--- src/rtl/led_mode_ctrl_pkg.sv ---
// Shared types and constants for the multi-channel LED mode controller.
package led_mode_ctrl_pkg;

  typedef enum logic [1:0] {
    LED_MODE_OFF        = 2'd0,
    LED_MODE_BLINK_SLOW = 2'd1,
    LED_MODE_BLINK_FAST = 2'd2,
    LED_MODE_ON         = 2'd3
  } led_mode_t;

  localparam int CLOCK_HZ               = 50_000_000;
  localparam int FAST_TICK_CYCLES_50MHZ = 5_000_000;  // 100 ms at 50 MHz
  localparam int SLOW_TICK_MULT_DEFAULT = 4;

  // One step around the mode ring; fwd=1 is "next", fwd=0 is "prev".
  function automatic led_mode_t mode_step(input led_mode_t m, input logic fwd);
    led_mode_t r;
    case (m)
      LED_MODE_OFF:        r = fwd ? LED_MODE_BLINK_SLOW : LED_MODE_ON;
      LED_MODE_BLINK_SLOW: r = fwd ? LED_MODE_BLINK_FAST : LED_MODE_OFF;
      LED_MODE_BLINK_FAST: r = fwd ? LED_MODE_ON         : LED_MODE_BLINK_SLOW;
      LED_MODE_ON:         r = fwd ? LED_MODE_OFF        : LED_MODE_BLINK_FAST;
      default:             r = LED_MODE_OFF;
    endcase
    return r;
  endfunction

endpackage

--- src/rtl/led_mode_ctrl_channel.sv ---
// One LED channel: mode register plus registered LED output driven from the mode.
module led_channel
  import led_mode_ctrl_pkg::*;
(
  input  logic clock,
  input  logic reset_s2_n,
  input  logic next_en,
  input  logic prev_en,
  input  logic fast_tick,
  input  logic slow_tick,
  output logic led
);

  led_mode_t mode_q, mode_d;
  logic      led_q, led_d;

  always_comb begin
    mode_d = mode_q;
    led_d  = led_q;
    // LED update uses the mode as it stands this cycle, so a simultaneous press
    // only affects the LED one edge later.
    case (mode_q)
      LED_MODE_OFF:        led_d = 1'b0;
      LED_MODE_ON:         led_d = 1'b1;
      LED_MODE_BLINK_SLOW: if (slow_tick) led_d = ~led_q;
      LED_MODE_BLINK_FAST: if (fast_tick) led_d = ~led_q;
      default: begin
        led_d  = 1'b0;
        mode_d = LED_MODE_OFF;
      end
    endcase
    if (next_en)      mode_d = mode_step(mode_q, 1'b1);
    else if (prev_en) mode_d = mode_step(mode_q, 1'b0);
  end

  always_ff @(posedge clock or negedge reset_s2_n) begin
    if (!reset_s2_n) begin
      mode_q <= LED_MODE_OFF;
      led_q  <= 1'b0;
    end else begin
      mode_q <= mode_d;
      led_q  <= led_d;
    end
  end

  assign led = led_q;

endmodule

--- src/rtl/led_mode_ctrl.sv ---
// Multi-channel LED mode controller: shared tick generator, channel select, per-channel mode FSMs.
module led_mode_ctrl
  import led_mode_ctrl_pkg::*;
#(
  parameter  int LED_COUNT        = 4,
  parameter  int FAST_TICK_CYCLES = FAST_TICK_CYCLES_50MHZ,
  parameter  int SLOW_TICK_MULT   = SLOW_TICK_MULT_DEFAULT,
  localparam int SEL_W            = (LED_COUNT > 1) ? $clog2(LED_COUNT) : 1
) (
  input  logic                 clock,
  input  logic                 reset_s2_n,
  input  logic                 next_pressed,
  input  logic                 prev_pressed,
  input  logic                 select_pressed,
  output logic [LED_COUNT-1:0] led,
  output logic [SEL_W-1:0]     sel
);

  localparam int FC_W = $clog2(FAST_TICK_CYCLES);
  localparam int SC_W = $clog2(SLOW_TICK_MULT);

  logic [FC_W-1:0]      fast_cnt_q, fast_cnt_d;
  logic [SC_W-1:0]      slow_cnt_q, slow_cnt_d;
  logic [SEL_W-1:0]     sel_q, sel_d;
  logic                 fast_tick, slow_tick;
  logic [LED_COUNT-1:0] next_en, prev_en, led_w;

  assign fast_tick = (fast_cnt_q == FC_W'(FAST_TICK_CYCLES - 1));
  assign slow_tick = fast_tick && (slow_cnt_q == SC_W'(SLOW_TICK_MULT - 1));

  always_comb begin
    fast_cnt_d = fast_tick ? '0 : fast_cnt_q + 1'b1;
    slow_cnt_d = slow_cnt_q;
    if (fast_tick) slow_cnt_d = slow_tick ? '0 : slow_cnt_q + 1'b1;
    sel_d = sel_q;
    if (select_pressed)
      sel_d = (sel_q == SEL_W'(LED_COUNT - 1)) ? '0 : sel_q + 1'b1;
  end

  always_ff @(posedge clock or negedge reset_s2_n) begin
    if (!reset_s2_n) begin
      fast_cnt_q <= '0;
      slow_cnt_q <= '0;
      sel_q      <= '0;
    end else begin
      fast_cnt_q <= fast_cnt_d;
      slow_cnt_q <= slow_cnt_d;
      sel_q      <= sel_d;
    end
  end

  // Select wins over next/prev; next and prev together cancel.
  for (genvar i = 0; i < LED_COUNT; i++) begin : g_ch
    assign next_en[i] = next_pressed & ~prev_pressed & ~select_pressed & (sel_q == SEL_W'(i));
    assign prev_en[i] = prev_pressed & ~next_pressed & ~select_pressed & (sel_q == SEL_W'(i));

    led_channel u_ch (
      .clock      (clock),
      .reset_s2_n (reset_s2_n),
      .next_en    (next_en[i]),
      .prev_en    (prev_en[i]),
      .fast_tick  (fast_tick),
      .slow_tick  (slow_tick),
      .led        (led_w[i])
    );
  end

  assign led = led_w;
  assign sel = sel_q;

endmodule

--- config.mk ---
export PLATFORM = sky130hd
export DESIGN_NAME = led_mode_ctrl
export DESIGN_NICKNAME = d
export VERILOG_FILES = /design/src/rtl/led_mode_ctrl_pkg.sv /design/src/rtl/led_mode_ctrl_channel.sv /design/src/rtl/led_mode_ctrl.sv
export SDC_FILE = /design/constraint.sdc
export NUM_CORES = 1
export LEC_CHECK = 0
export BUFFER_PORTS_ARGS = -buffer_cell sky130_fd_sc_hd__buf_2
export CAP_MARGIN = 20
export CORE_MARGIN = 4
export CORE_UTILIZATION = 45
export CTS_CLUSTER_DIAMETER = 120
export DETAILED_ROUTE_END_ITERATION = 6
export PLACE_DENSITY = 0.6
export RECOVER_POWER = 100
export REMOVE_ABC_BUFFERS = 1
export SLEW_MARGIN = 15
export SYNTH_ARGS = -nofsm -noshare
export SYNTH_HDL_FRONTEND = slang
export SYNTH_SLANG_ARGS = --single-unit
--- constraint.sdc ---
create_clock -name clock -period 2.1 [get_ports clock]
set_input_delay 0.315 -clock clock [delete_from_list [all_inputs] [get_ports clock]]
set_output_delay 0.315 -clock clock [all_outputs]
set_load 0.005 [all_outputs]
==> PnR_summary.wiki, run 1 <==
{| class="wikitable"
! Metric !! Value
|-
| Synthesized area divided by synthesized cell count || 9.933 sq um
|-
| Number of max-cap violations || 0
|-
| Final cell area excluding filler cells || 0.002497 sq mm
|-
| Post-DRT Antenna Nets || 0
|-
| Overflow left after global routing || 0
|-
| Post-route clock period utilization || 0.9225
|-
| Type of the setup path with the least slack || reg -> reg
|-
| Fraction of layout cells with a size suffix above 1 || 0.09836
|-
| First-pass DRT Iterations || 4
|-
| Data required time of the worst path || 2270 ps
|-
| Startpoint of the lowest-slack register-to-register path || fast_cnt_q[0]
|-
| Bufs on Longest Clock Path || 2
|-
| Share of power burned in combinational logic || 0.334
|-
| Vias in the first global route || 1602
|-
| Leak Pwr || 1.218 nW
|-
| Buffer count from post-CTS setup fixing || 0
|-
| Die X-Extent || 78.94 um
|-
| Summed instance area of the synthesized netlist || 0.002265 sq mm
|-
| Placement row count || 25
|-
| Most used DFF post-synth || sky130_fd_sc_hd__dfrtp_1
|-
| Largest net degree at the start of global routing || 40
|-
| WL per Instance || 12.91 um
|-
| Reg2Reg Capture Point || g_ch[0].u_ch.led
|-
| Hold_sp || prev_pressed
|-
| Iter 0 DRT Violations || 57
|-
| Net switching power figure || 814.6 uW
|-
| Unrepaired setup endpoints after global routing || false
|-
| Top post-synthesis cells by area || sky130_fd_sc_hd__dfrtp_1, sky130_fd_sc_hd__ha_1, sky130_fd_sc_hd__xor2_1, sky130_fd_sc_hd__nand2_1, sky130_fd_sc_hd__nor2_1
|-
| Register-to-register path setup slack || 160 ps
|-
| All-layer global routing usage || 0.1474
|-
| Fin nets || 270
|-
| Most used cells in the layout excluding fill and tap cells || sky130_fd_sc_hd__dfrtp_1, sky130_fd_sc_hd__nand2_1, sky130_fd_sc_hd__nor2_1, sky130_fd_sc_hd__ha_1, sky130_fd_sc_hd__inv_1
|-
| TritonCTS clock tree || yes
|-
| Period minus WS final || 1937 ps
|-
| Share of synthesized area spent on multiplexers || 0.03867
|-
| Antenna violations before repair || 0
|-
| Element type at the critical path end || register
|-
| Number of port buffers || 10
|-
| Result of the run || complete, no violations
|-
| Largest area contributor in the netlist || sky130_fd_sc_hd__dfrtp_1
|-
| Total via count in the routed design || 1550
|-
| Clock tree root buffer cell || sky130_fd_sc_hd__clkbuf_8
|-
| Slew at the pin with the worst max-slew slack || 943.4 ps
|-
| Yosys synthesis warning count || 0
|-
| Adder-cell share of the synthesized area || 0.1215
|-
| Weighted congestion at the end of routability-driven global placement || 0.7582
|-
| DP Area || 0.002389 sq mm
|-
| Flop pwr share || 0.406
|-
| Proportion of netlist area held by the largest area contributor || 0.4309
|-
| Post-synthesis sequential element count || 39
|-
| Clk sinks || 39
|-
| Number of vias per cell after detailed routing || 4.984
|-
| Family of cells with the greatest summed delay on the critical path || simple AND/OR/NAND/NOR gates
|-
| Setup TNS || 0 ps
|-
| Net switching fraction of the power || 0.3295
|-
| Hold Path Sink || g_ch[0].u_ch.mode_q[1]
|-
| Distinct cells, synth || 34
|-
| Clock Latency Late Sink || 290 ps
|-
| Startpoint kind of the worst setup timing path || register
|-
| Number of remaining DRC errors || 0
|-
| Syn-to-layout area delta || 10.28%
|-
| Data arrival time of the critical path || 2110 ps
|-
| Final number of setup-violating endpoints || 0
|-
| Internal power || 1.658 mW
|-
| Number of buffer and inverter stages on the critical path || 0
|-
| Number of top-level design ports || 11
|-
| Number of cells produced by synthesis || 228
|-
| Largest stage delay, worst path || 400 ps
|-
| Share of synthesized cell area in and, or, nand and nor gates || 0.1928
|-
| Clk pwr share || 0.260
|-
| Core Box Area || 0.004786 sq mm
|-
| Hold Crit Class || in -> reg
|-
| CTS clk-pin slew, worst paths || 70 ps
|-
| Compound-cell area share of the yosys netlist || 0.09945
|-
| Sequential cell area fraction in the yosys report || 0.4309
|-
| Power density relative to cell area || 990.0 mW/mm^2
|-
| Parity-gate share of the synthesized area counting xor and xnor cells || 0.07348
|-
| Antenna cell count || 0
|-
| Global-route wire length before repair || 7.224 mm
|-
| FMAX || 0.5162 GHz
|-
| Worst setup skew after layout || 8.292 ps
|-
| Filler cells || 438
|-
| Die Y || 78.94 um
|-
| Relative slew slack || 0.3710
|-
| Die Outline Area || 0.006232 sq mm
|-
| Cell Chain, Critical Path || ha_1 > nand2_1 > nor4_4 > and2_4 > a2bb2oi_1 > mux2_1
|-
| H-Tree Level Count || 2
|-
| Largest fanout of any net on the critical path || 9
|-
| Worst Reg-to-Reg Cells || 6
|-
| Number of buffers added by the clock tree synthesis step || 5
|-
| Final Max Tran Viols || 0
|-
| Wire length reported by the detailed router || 4.014 mm
|-
| Critical Path Slowest Stage Cell || sky130_fd_sc_hd__dfrtp_1
|-
| Half-perimeter wire length after detailed placement || 3.079 mm
|-
| Worst IR Drop VDD || 0.0004795 V
|-
| Hold path cells || 3
|-
| Initial core utilization || 0.4732
|-
| Fin. Hold Viols || 0
|-
| Number of flops mapped to enable cells by yosys || 0
|-
| Dominant combinational cell family by area after synthesis || simple AND/OR/NAND/NOR gates
|-
| Fraction of synthesis flops using an asynchronous set or reset pin || 1.000
|-
| Most common cell after layout, fill and taps aside || sky130_fd_sc_hd__dfrtp_1
|}
through the flow:
step           power [mW]  setup WS, ps  cells  hold WS, ps    util
4_1_cts             2.521         159.5    311        315.5  0.5258
3_5_place_dp        1.854         170.3    302        300.6  0.4991
3_3_place_gp        1.833         205.8    302        298.8  0.4991
6_report            2.472         162.8    311        330.1  0.5218
5_1_grt             2.695         17.65    311        355.8  0.5218
2_1_floorplan       1.603         304.2    223        19.41       -
cell type report:
class / count / area [sq um] / share of cell area
Inverter: 16 / 60.06 / 0.02405
Clock buffer: 6 / 82.58 / 0.03307
Sequential cell: 39 / 975.9 / 0.3908
Tap cell: 67 / 83.83 / 0.03357
Timing Repair Buffer: 13 / 68.82 / 0.02756
Clock inverter: 2 / 35.03 / 0.01403
Multi-Input combinational cell: 168 / 1191 / 0.4770
per-layer routing:
layer / wire [um] / global-route usage / up-vias
li1: - / - / 801
met1: 1840 / 0.1805 / 722
met4: 94 / 0.06357 / 0
met2: 1976 / 0.2487 / 16
met5: 0 / 0 / -
met3: 103 / 0.03401 / 11
timing repair:
| item | in CTS | in global routing |
|---|---|---|
| gates resized for setup | 0 | 0 |
| hold buffers | 1 | 0 |
| endpoints found under the hold margin | 39 | 0 |
synth_stat cells, types with 5 or more instances:
master	number
sky130_fd_sc_hd__dfrtp_1	39
sky130_fd_sc_hd__ha_1	22
sky130_fd_sc_hd__nand2_1	22
sky130_fd_sc_hd__nor2_1	22
sky130_fd_sc_hd__inv_1	16
sky130_fd_sc_hd__a21oi_1	12
sky130_fd_sc_hd__xor2_1	12
sky130_fd_sc_hd__o21ai_0	9
sky130_fd_sc_hd__nand3_1	8
sky130_fd_sc_hd__nor3_1	7
sky130_fd_sc_hd__xnor2_1	7
sky130_fd_sc_hd__nor2b_1	6
sky130_fd_sc_hd__and3_1	5
sky130_fd_sc_hd__buf_4	5
sky130_fd_sc_hd__mux2_1	5
cell families (layout without fill, tap and decap cells):
| group | Yosys count | count (layout) |
|---|---|---|
| compound gates | 36 | 36 |
| xor+xnor | 19 | 19 |
| fa+ha+maj | 22 | 22 |
| buf+inv | 21 | 37 |
| flops | 39 | 39 |
| mux | 8 | 8 |
| simple gates | 83 | 83 |
sequential cells by signal, summed over array words and instances, names as in the netlist:
| name | count |
|---|---|
| sel | 2 |
| fast_cnt_q | 23 |
| g_ch.u_ch.led | 4 |
| slow_cnt_q | 2 |
| g_ch.u_ch.mode_q | 8 |
how the worst max path moves through the flow:
stage,start,to,slack (ps),depth (start not counted)
after floorplan,fast_cnt_q[0],g_ch[0].u_ch.led,300,6
after CTS,fast_cnt_q[0],g_ch[0].u_ch.led,160,6
after global routing,fast_cnt_q[0],g_ch[2].u_ch.led,20,6
after global placement,fast_cnt_q[0],g_ch[2].u_ch.led,210,6
final,fast_cnt_q[0],g_ch[0].u_ch.led,160,6
after detailed placement,fast_cnt_q[0],g_ch[0].u_ch.led,170,6
worst reg2reg max path: stages (launching register included):
cell and delay [ps]:
sky130_fd_sc_hd__dfrtp_1 400, sky130_fd_sc_hd__ha_1 240, sky130_fd_sc_hd__nand2_1 150, sky130_fd_sc_hd__nor4_4 350, sky130_fd_sc_hd__and2_4 280, sky130_fd_sc_hd__a2bb2oi_1 90, sky130_fd_sc_hd__mux2_1 310
power by group through the flow:
stage	clock network, mW	logic, mW	registers, mW
after floorplan	0	0.608	0.995
after detailed placement	0	0.833	1.02
final	0.642	0.827	1.00
after CTS	0.668	0.847	1.01
after global routing	0.707	0.963	1.02
after global placement	0	0.814	1.02
(Power assumes the default switching activity.)
==> run 2, diff against run 1 <==
==> constraint.sdc (replaced) <==
create_clock -name clock -period 2 [get_ports clock]
set_input_delay 0.3 -clock clock [delete_from_list [all_inputs] [get_ports clock]]
set_output_delay 0.3 -clock clock [all_outputs]
set_load 0.005 [all_outputs]
==> PnR_summary.wiki, run 2 (synthesis gave the netlist of run 1 again) <==
{| class="wikitable"
! Metric !! Value
|-
| Family of cells with the greatest summed delay on the critical path || simple AND/OR/NAND/NOR gates (unchanged)
|-
| Worst-case hold slack || 231.5 ps (was 330.1 ps)
|-
| Element type at the critical path end || register (unchanged)
|-
| CTS clk-pin slew, worst paths || 80 ps (was 70 ps)
|-
| Bufs on Longest Clock Path || 2 (unchanged)
|-
| Relative slew slack || 0.3599 (was 0.3710)
|-
| Final number of setup-violating endpoints || 0 (unchanged)
|-
| Number of vias per cell after detailed routing || 5.032 (was 4.984)
|-
| Largest net degree at the start of global routing || 40 (unchanged)
|-
| Clock tree root buffer cell || sky130_fd_sc_hd__clkbuf_8 (unchanged)
|-
| Finished Core Util || 0.5226 (was 0.5218)
|-
| Startpoint kind of the worst setup timing path || register (unchanged)
|-
| Number of buffer and inverter stages on the critical path || 0 (unchanged)
|-
| Fin nets || 272 (was 270)
|-
| Critical Path Slowest Stage Cell || sky130_fd_sc_hd__dfrtp_1 (unchanged)
|-
| Global-route wire length before repair || 7.203 mm (was 7.224 mm)
|-
| Largest stage delay, worst path || 430 ps (was 400 ps)
|-
| Post-DRT Antenna Nets || 0 (unchanged)
|-
| H-Tree Level Count || 2 (unchanged)
|-
| Fin. Hold Viols || 0 (unchanged)
|-
| Die Y || 78.94 um (unchanged)
|-
| Filler cells || 466 (was 438)
|-
| Iter 0 DRT Violations || 62 (was 57)
|-
| Worst IR Drop VDD || 0.0005664 V (was 0.0004795 V)
|-
| Most flops, register || fast_cnt_q (unchanged)
|-
| Met2 Wirelength || 1.990 mm (was 1.976 mm)
|-
| Slew at the pin with the worst max-slew slack || 960.2 ps (was 943.4 ps)
|-
| Total power consumption of the routed design || 2.591 mW (was 2.472 mW)
|-
| Placement row count || 25 (unchanged)
|-
| Type of the setup path with the least slack || reg -> reg (unchanged)
|-
| Number of hold buffers added after cts || 0 (was 1)
|-
| Post-route clock period utilization || 0.9089 (was 0.9225)
|-
| Initial core utilization || 0.4732 (unchanged)
|-
| TritonCTS clock tree || yes (unchanged)
|-
| Number of buffers added by the clock tree synthesis step || 5 (unchanged)
|-
| Result of the run || complete, no violations (unchanged)
|-
| Unrepaired setup endpoints after global routing || false (unchanged)
|-
| Antenna cell count || 0 (unchanged)
|-
| Number of max-cap violations || 0 (unchanged)
|-
| WL met3 || 101 um (was 103 um)
|-
| Largest fanout of any net on the critical path || 9 (unchanged)
|-
| Die Outline Area || 0.006232 sq mm (unchanged)
|-
| Syn-to-layout area delta || 10.44% (was 10.28%)
|-
| Cell Chain, Critical Path || nand4b_1 > nor4_4 > and2_4 > a2bb2oi_1 > mux2_1 (was ha_1 > nand2_1 > nor4_4 > and2_4 > a2bb2oi_1 > mux2_1)
|-
| Uppermost layer routed || met4 (unchanged)
|-
| Wire length reported by the detailed router || 4.062 mm (was 4.014 mm)
|-
| Power density relative to cell area || 1036 mW/mm^2 (was 990.0 mW/mm^2)
|-
| Sequential cell area in the final layout || 975.9 sq um (unchanged)
|-
| Core Box Area || 0.004786 sq mm (unchanged)
|-
| Total via count in the routed design || 1575 (was 1550)
|-
| Most common cell after layout, fill and taps aside || sky130_fd_sc_hd__dfrtp_1 (unchanged)
|-
| Final Max Tran Viols || 0 (unchanged)
|-
| Overflow left after global routing || 0 (unchanged)
|-
| FMAX || 0.5501 GHz (was 0.5162 GHz)
|-
| Data required time of the worst path || 2180 ps (was 2270 ps)
|-
| Fraction of layout cells with a size suffix above 1 || 0.09350 (was 0.09836)
|-
| Most used cells in the layout excluding fill and tap cells || sky130_fd_sc_hd__dfrtp_1, sky130_fd_sc_hd__nand2_1, sky130_fd_sc_hd__nor2_1, sky130_fd_sc_hd__ha_1, sky130_fd_sc_hd__inv_1 (unchanged)
|-
| Antenna violations before repair || 0 (unchanged)
|-
| Vias in the first global route || 1587 (was 1602)
|-
| First-pass DRT Iterations || 4 (unchanged)
|-
| Number of top-level design ports || 11 (unchanged)
|-
| Hold Crit Class || in -> async (was in -> reg)
|-
| All-layer global routing usage || 0.1473 (was 0.1474)
|-
| Clk sinks || 39 (unchanged)
|-
| Clock Latency Late Sink || 290 ps (about the same)
|-
| Multi-input gate area in the final layout || 0.001194 sq mm (was 0.001191 sq mm)
|-
| Period minus WS final || 1818 ps (was 1937 ps)
|-
| Half-perimeter wire length after detailed placement || 3.071 mm (was 3.079 mm)
|-
| Setup TNS || 0 ps (unchanged)
|-
| Number of port buffers || 10 (unchanged)
|-
| WL per Instance || 12.98 um (was 12.91 um)
|-
| Die X-Extent || 78.94 um (unchanged)
|-
| M1 wire length || 1.896 mm (was 1.840 mm)
|-
| Largest register FFs || 23 (unchanged)
|-
| Worst setup skew after layout || 5.770 ps (was 8.292 ps)
|-
| Data arrival time of the critical path || 2000 ps (was 2110 ps)
|-
| Leak Pwr || 1.211 nW (was 1.218 nW)
|-
| Weighted congestion at the end of routability-driven global placement || 0.7578 (was 0.7582)
|-
| Number of remaining DRC errors || 0 (unchanged)
|}
==> run 2: layout make-up <==
type	count	share of cell area
Timing Repair Buffer	15	0.02801
Tap cell	67	0.03352
Clock inverter	2	0.01401
Multi-Input combinational cell	168	0.4772
Sequential cell	39	0.3902
Inverter	16	0.02401
Clock buffer	6	0.03302
==> run 2: report_power, final <==
group          leakage [nW]  switching, mW  internal, mW  total (mW)
Sequential            0.496          0.128         0.927        1.05
Clock                0.0612          0.275         0.404       0.679
Combinational         0.654          0.454         0.404       0.857
Total                  1.21          0.857          1.73        2.59
==> run 2: what timing repair did <==
action / CTS / global route
endpoints found under the setup margin: 0 / 5
buffers inserted: 0 / 1
gates resized for setup: 0 / 1
==> run 2: through the flow <==
stage                     setup slack (ps)  cell area, sq um  std cells
after floorplan                      204.2              2227        223
after CTS                            76.26              2509        312
final                                182.2              2501        313
after detailed placement             102.9              2391        304
after global routing                 7.516              2501        313
after global placement               125.7              2391        304
==> run 2: final timing paths <==
path	startpoint	endpoint	slack (ps)	depth (start not counted)
setup / recovery	fast_cnt_q[16]	g_ch[1].u_ch.led	180	5
hold / removal	reset_s2_n	fast_cnt_q[4]	230	2
setup reg to reg	fast_cnt_q[16]	g_ch[1].u_ch.led	180	5
hold reg to reg	fast_cnt_q[22]	fast_cnt_q[22]	490	1
max in group asynchronous	reset_s2_n	fast_cnt_q[18]	1170	2
min in group clock	prev_pressed	g_ch[0].u_ch.mode_q[1]	310	3
==> run 2: metal layers <==
layer / GRT usage / vias up
met4: 0.06014 / 0
met2: 0.2479 / 14
met5: 0 / -
met1: 0.1838 / 749
met3: 0.03175 / 7
li1: - / 805
==> run 2: worst register-to-register path: stages (launching register included) <==
cell and delay [ps]:
sky130_fd_sc_hd__dfrtp_1 430, sky130_fd_sc_hd__nand4b_1 260, sky130_fd_sc_hd__nor4_4 340, sky130_fd_sc_hd__and2_4 270
sky130_fd_sc_hd__a2bb2oi_1 90, sky130_fd_sc_hd__mux2_1 310
==> run 3, diff against run 2 <==
--- a/config.mk
+++ b/config.mk
@@ -8,10 +8,10 @@
 export BUFFER_PORTS_ARGS = -buffer_cell sky130_fd_sc_hd__buf_2
 export CAP_MARGIN = 20
 export CORE_MARGIN = 4
-export CORE_UTILIZATION = 45
+export CORE_UTILIZATION = 30
 export CTS_CLUSTER_DIAMETER = 120
 export DETAILED_ROUTE_END_ITERATION = 6
-export PLACE_DENSITY = 0.6
+export PLACE_DENSITY = 0.43
 export RECOVER_POWER = 100
 export REMOVE_ABC_BUFFERS = 1
 export SLEW_MARGIN = 15
==> PnR_summary.wiki, run 3 (synthesis gave the netlist of run 1 again) <==
{| class="wikitable"
! Metric !! Value
|-
| Type of the setup path with the least slack || reg -> reg (unchanged)
|-
| Number of top-level design ports || 11 (unchanged)
|-
| Setup TNS || 0 ps (unchanged)
|-
| Met1 Track Usage GR || 0.1430 (was 0.1838)
|-
| Number of buffers added by the clock tree synthesis step || 5 (unchanged)
|-
| TritonCTS clock tree || yes (unchanged)
|-
| Number of vias per cell after detailed routing || 4.542 (was 5.032)
|-
| Post-DRT Antenna Nets || 0 (unchanged)
|-
| Global-route wire length before repair || 7.610 mm (was 7.203 mm)
|-
| Iter 0 DRT Violations || 34 (was 62)
|-
| Overflow left after global routing || 0 (unchanged)
|-
| Bufs on Longest Clock Path || 2 (unchanged)
|-
| FMAX || 0.5349 GHz (was 0.5501 GHz)
|-
| Unrepaired setup endpoints after global routing || false (unchanged)
|-
| Result of the run || complete, no violations (unchanged)
|-
| Final cell area excluding filler cells || 0.002524 sq mm (was 0.002501 sq mm)
|-
| Fraction of layout cells with a size suffix above 1 || 0.07317 (was 0.09350)
|-
| All-layer global routing usage || 0.1094 (was 0.1473)
|-
| Die X-Extent || 94.89 um (was 78.94 um)
|-
| Largest fanout of any net on the critical path || 9 (unchanged)
|-
| Number of port buffers || 10 (unchanged)
|-
| Slew at the pin with the worst max-slew slack || 1110 ps (was 960.2 ps)
|-
| Non-filler instance count after layout || 345 (was 313)
|-
| Total via count in the routed design || 1567 (was 1575)
|-
| # placed instances || 336 (was 304)
|-
| Die Y || 94.89 um (was 78.94 um)
|-
| DP Area || 0.002444 sq mm (was 0.002391 sq mm)
|-
| Final number of setup-violating endpoints || 0 (unchanged)
|-
| Syn-to-layout area delta || 11.44% (was 10.44%)
|-
| Data arrival time of the critical path || 2050 ps (was 2000 ps)
|-
| Half-perimeter wire length after detailed placement || 3.444 mm (was 3.071 mm)
|-
| Largest net degree at the start of global routing || 23 (was 40)
|-
| Placement row count || 31 (was 25)
|-
| Relative slew slack || 0.2600 (was 0.3599)
|-
| Number of remaining DRC errors || 0 (unchanged)
|-
| Post-route clock period utilization || 0.9347 (was 0.9089)
|-
| Antenna cell count || 0 (unchanged)
|-
| Final Max Tran Viols || 0 (unchanged)
|-
| Wire length reported by the detailed router || 4.376 mm (was 4.062 mm)
|-
| Leak Pwr || 1.187 nW (was 1.211 nW)
|-
| Busiest metal layer after global routing || met2 (unchanged)
|-
| Antenna violations before repair || 0 (unchanged)
|-
| Most flops, register || fast_cnt_q (unchanged)
|-
| Clock tree root buffer cell || sky130_fd_sc_hd__clkbuf_8 (unchanged)
|-
| Data required time of the worst path || 2180 ps (about the same)
|-
| Core Box Area || 0.007292 sq mm (was 0.004786 sq mm)
|-
| Most used cells in the layout excluding fill and tap cells || sky130_fd_sc_hd__dfrtp_1, sky130_fd_sc_hd__nand2_1, sky130_fd_sc_hd__nor2_1, sky130_fd_sc_hd__ha_1, sky130_fd_sc_hd__inv_1 (unchanged)
|-
| Weighted congestion at the end of routability-driven global placement || 0.7413 (was 0.7578)
|-
| Startpoint kind of the worst setup timing path || register (unchanged)
|-
| Die Outline Area || 0.009003 sq mm (was 0.006232 sq mm)
|-
| Power density relative to cell area || 976.0 mW/mm^2 (was 1036 mW/mm^2)
|-
| Vias in the first global route || 1545 (was 1587)
|-
| Number of max-cap violations || 0 (unchanged)
|-
| First-pass DRT Iterations || 4 (unchanged)
|-
| Finished Core Util || 0.3461 (was 0.5226)
|-
| Initial core utilization || 0.3106 (was 0.4732)
|-
| Largest register FFs || 23 (unchanged)
|-
| Buffer count from post-CTS setup fixing || 0 (unchanged)
|-
| H-Tree Level Count || 2 (unchanged)
|-
| Worst setup skew after layout || 8.717 ps (was 5.770 ps)
|-
| Clk sinks || 39 (unchanged)
|-
| Clock Latency Late Sink || 290 ps (about the same)
|-
| Element type at the critical path end || register (unchanged)
|-
| WL per Instance || 12.68 um (was 12.98 um)
|-
| Total power consumption of the routed design || 2.463 mW (was 2.591 mW)
|-
| M3 GR Usage || 0.03187 (was 0.03175)
|-
| Global routing met2 resource utilization || 0.1767 (was 0.2479)
|-
| Worst IR Drop VDD || 0.0003695 V (was 0.0005664 V)
|-
| Period minus WS final || 1869 ps (was 1818 ps)
|-
| CTS clk-pin slew, worst paths || 90 ps (was 80 ps)
|-
| Most common cell after layout, fill and taps aside || sky130_fd_sc_hd__dfrtp_1 (unchanged)
|-
| Fin nets || 272 (unchanged)
|-
| Fin. Hold Viols || 0 (unchanged)
|-
| Hold Crit Class || in -> reg (was in -> async)
|}
run 3: area by class of cell:
| cell class | instances | area [sq um] |
|---|---|---|
| timing repair buffer | 15 | 83.83 |
| tap | 99 | 123.9 |
| multi-input combinational | 168 | 1191 |
| clock inverter | 3 | 20.02 |
| clock buffer | 5 | 68.82 |
| fill | 785 | 4768 |
| inverter | 16 | 60.06 |
| sequential | 39 | 975.9 |
run 3: power by group:
| group | switching, mW | leakage, nW | internal, mW |
|---|---|---|---|
| Clock | 0.299 | 0.0402 | 0.243 |
| Combinational | 0.460 | 0.651 | 0.405 |
| Sequential | 0.130 | 0.496 | 0.926 |
run 3: final timing paths:
check / from / endpoint / slack (ps) / depth (start not counted)
max: fast_cnt_q[12] / g_ch[2].u_ch.led / 130 / 5
min: prev_pressed / g_ch[0].u_ch.mode_q[1] / 320 / 3
max reg2reg: fast_cnt_q[12] / g_ch[2].u_ch.led / 130 / 5
min reg2reg: fast_cnt_q[22] / fast_cnt_q[22] / 490 / 1
max in group asynchronous: reset_s2_n / g_ch[2].u_ch.mode_q[1] / 580 / 3
min in group asynchronous: reset_s2_n / fast_cnt_q[6] / 740 / 2
run 3: repair_timing:
action | in CTS | in global routing
gates resized for setup | 0 | 0
hold endpoints to repair | 17 | 0
hold buffers | 1 | 0
endpoints found under the setup margin | 0 | 3
run 3: critical path: stages, from the launching register on:
cell                        delay (ps)
sky130_fd_sc_hd__dfrtp_1           420
sky130_fd_sc_hd__nor4b_1           370
sky130_fd_sc_hd__and3_1            330
sky130_fd_sc_hd__and2_4            240
sky130_fd_sc_hd__a2bb2oi_1          90
sky130_fd_sc_hd__mux2_1            310
run 3: stage by stage:
stage               worst slack (ps)  hold slack, ps
floorplan                      204.2           4.409
global placement               190.0           283.4
detailed placement             116.9           276.6
CTS                            89.35           306.0
global route                   8.868           324.1
finish                         130.6           319.0
run 3: per-layer routing:
metal,part of all wire,vias to the layer above
li1,-,809
met1,0.48,740
met2,0.48,13
met3,0.032,5
met4,0.0098,0
met5,0,-
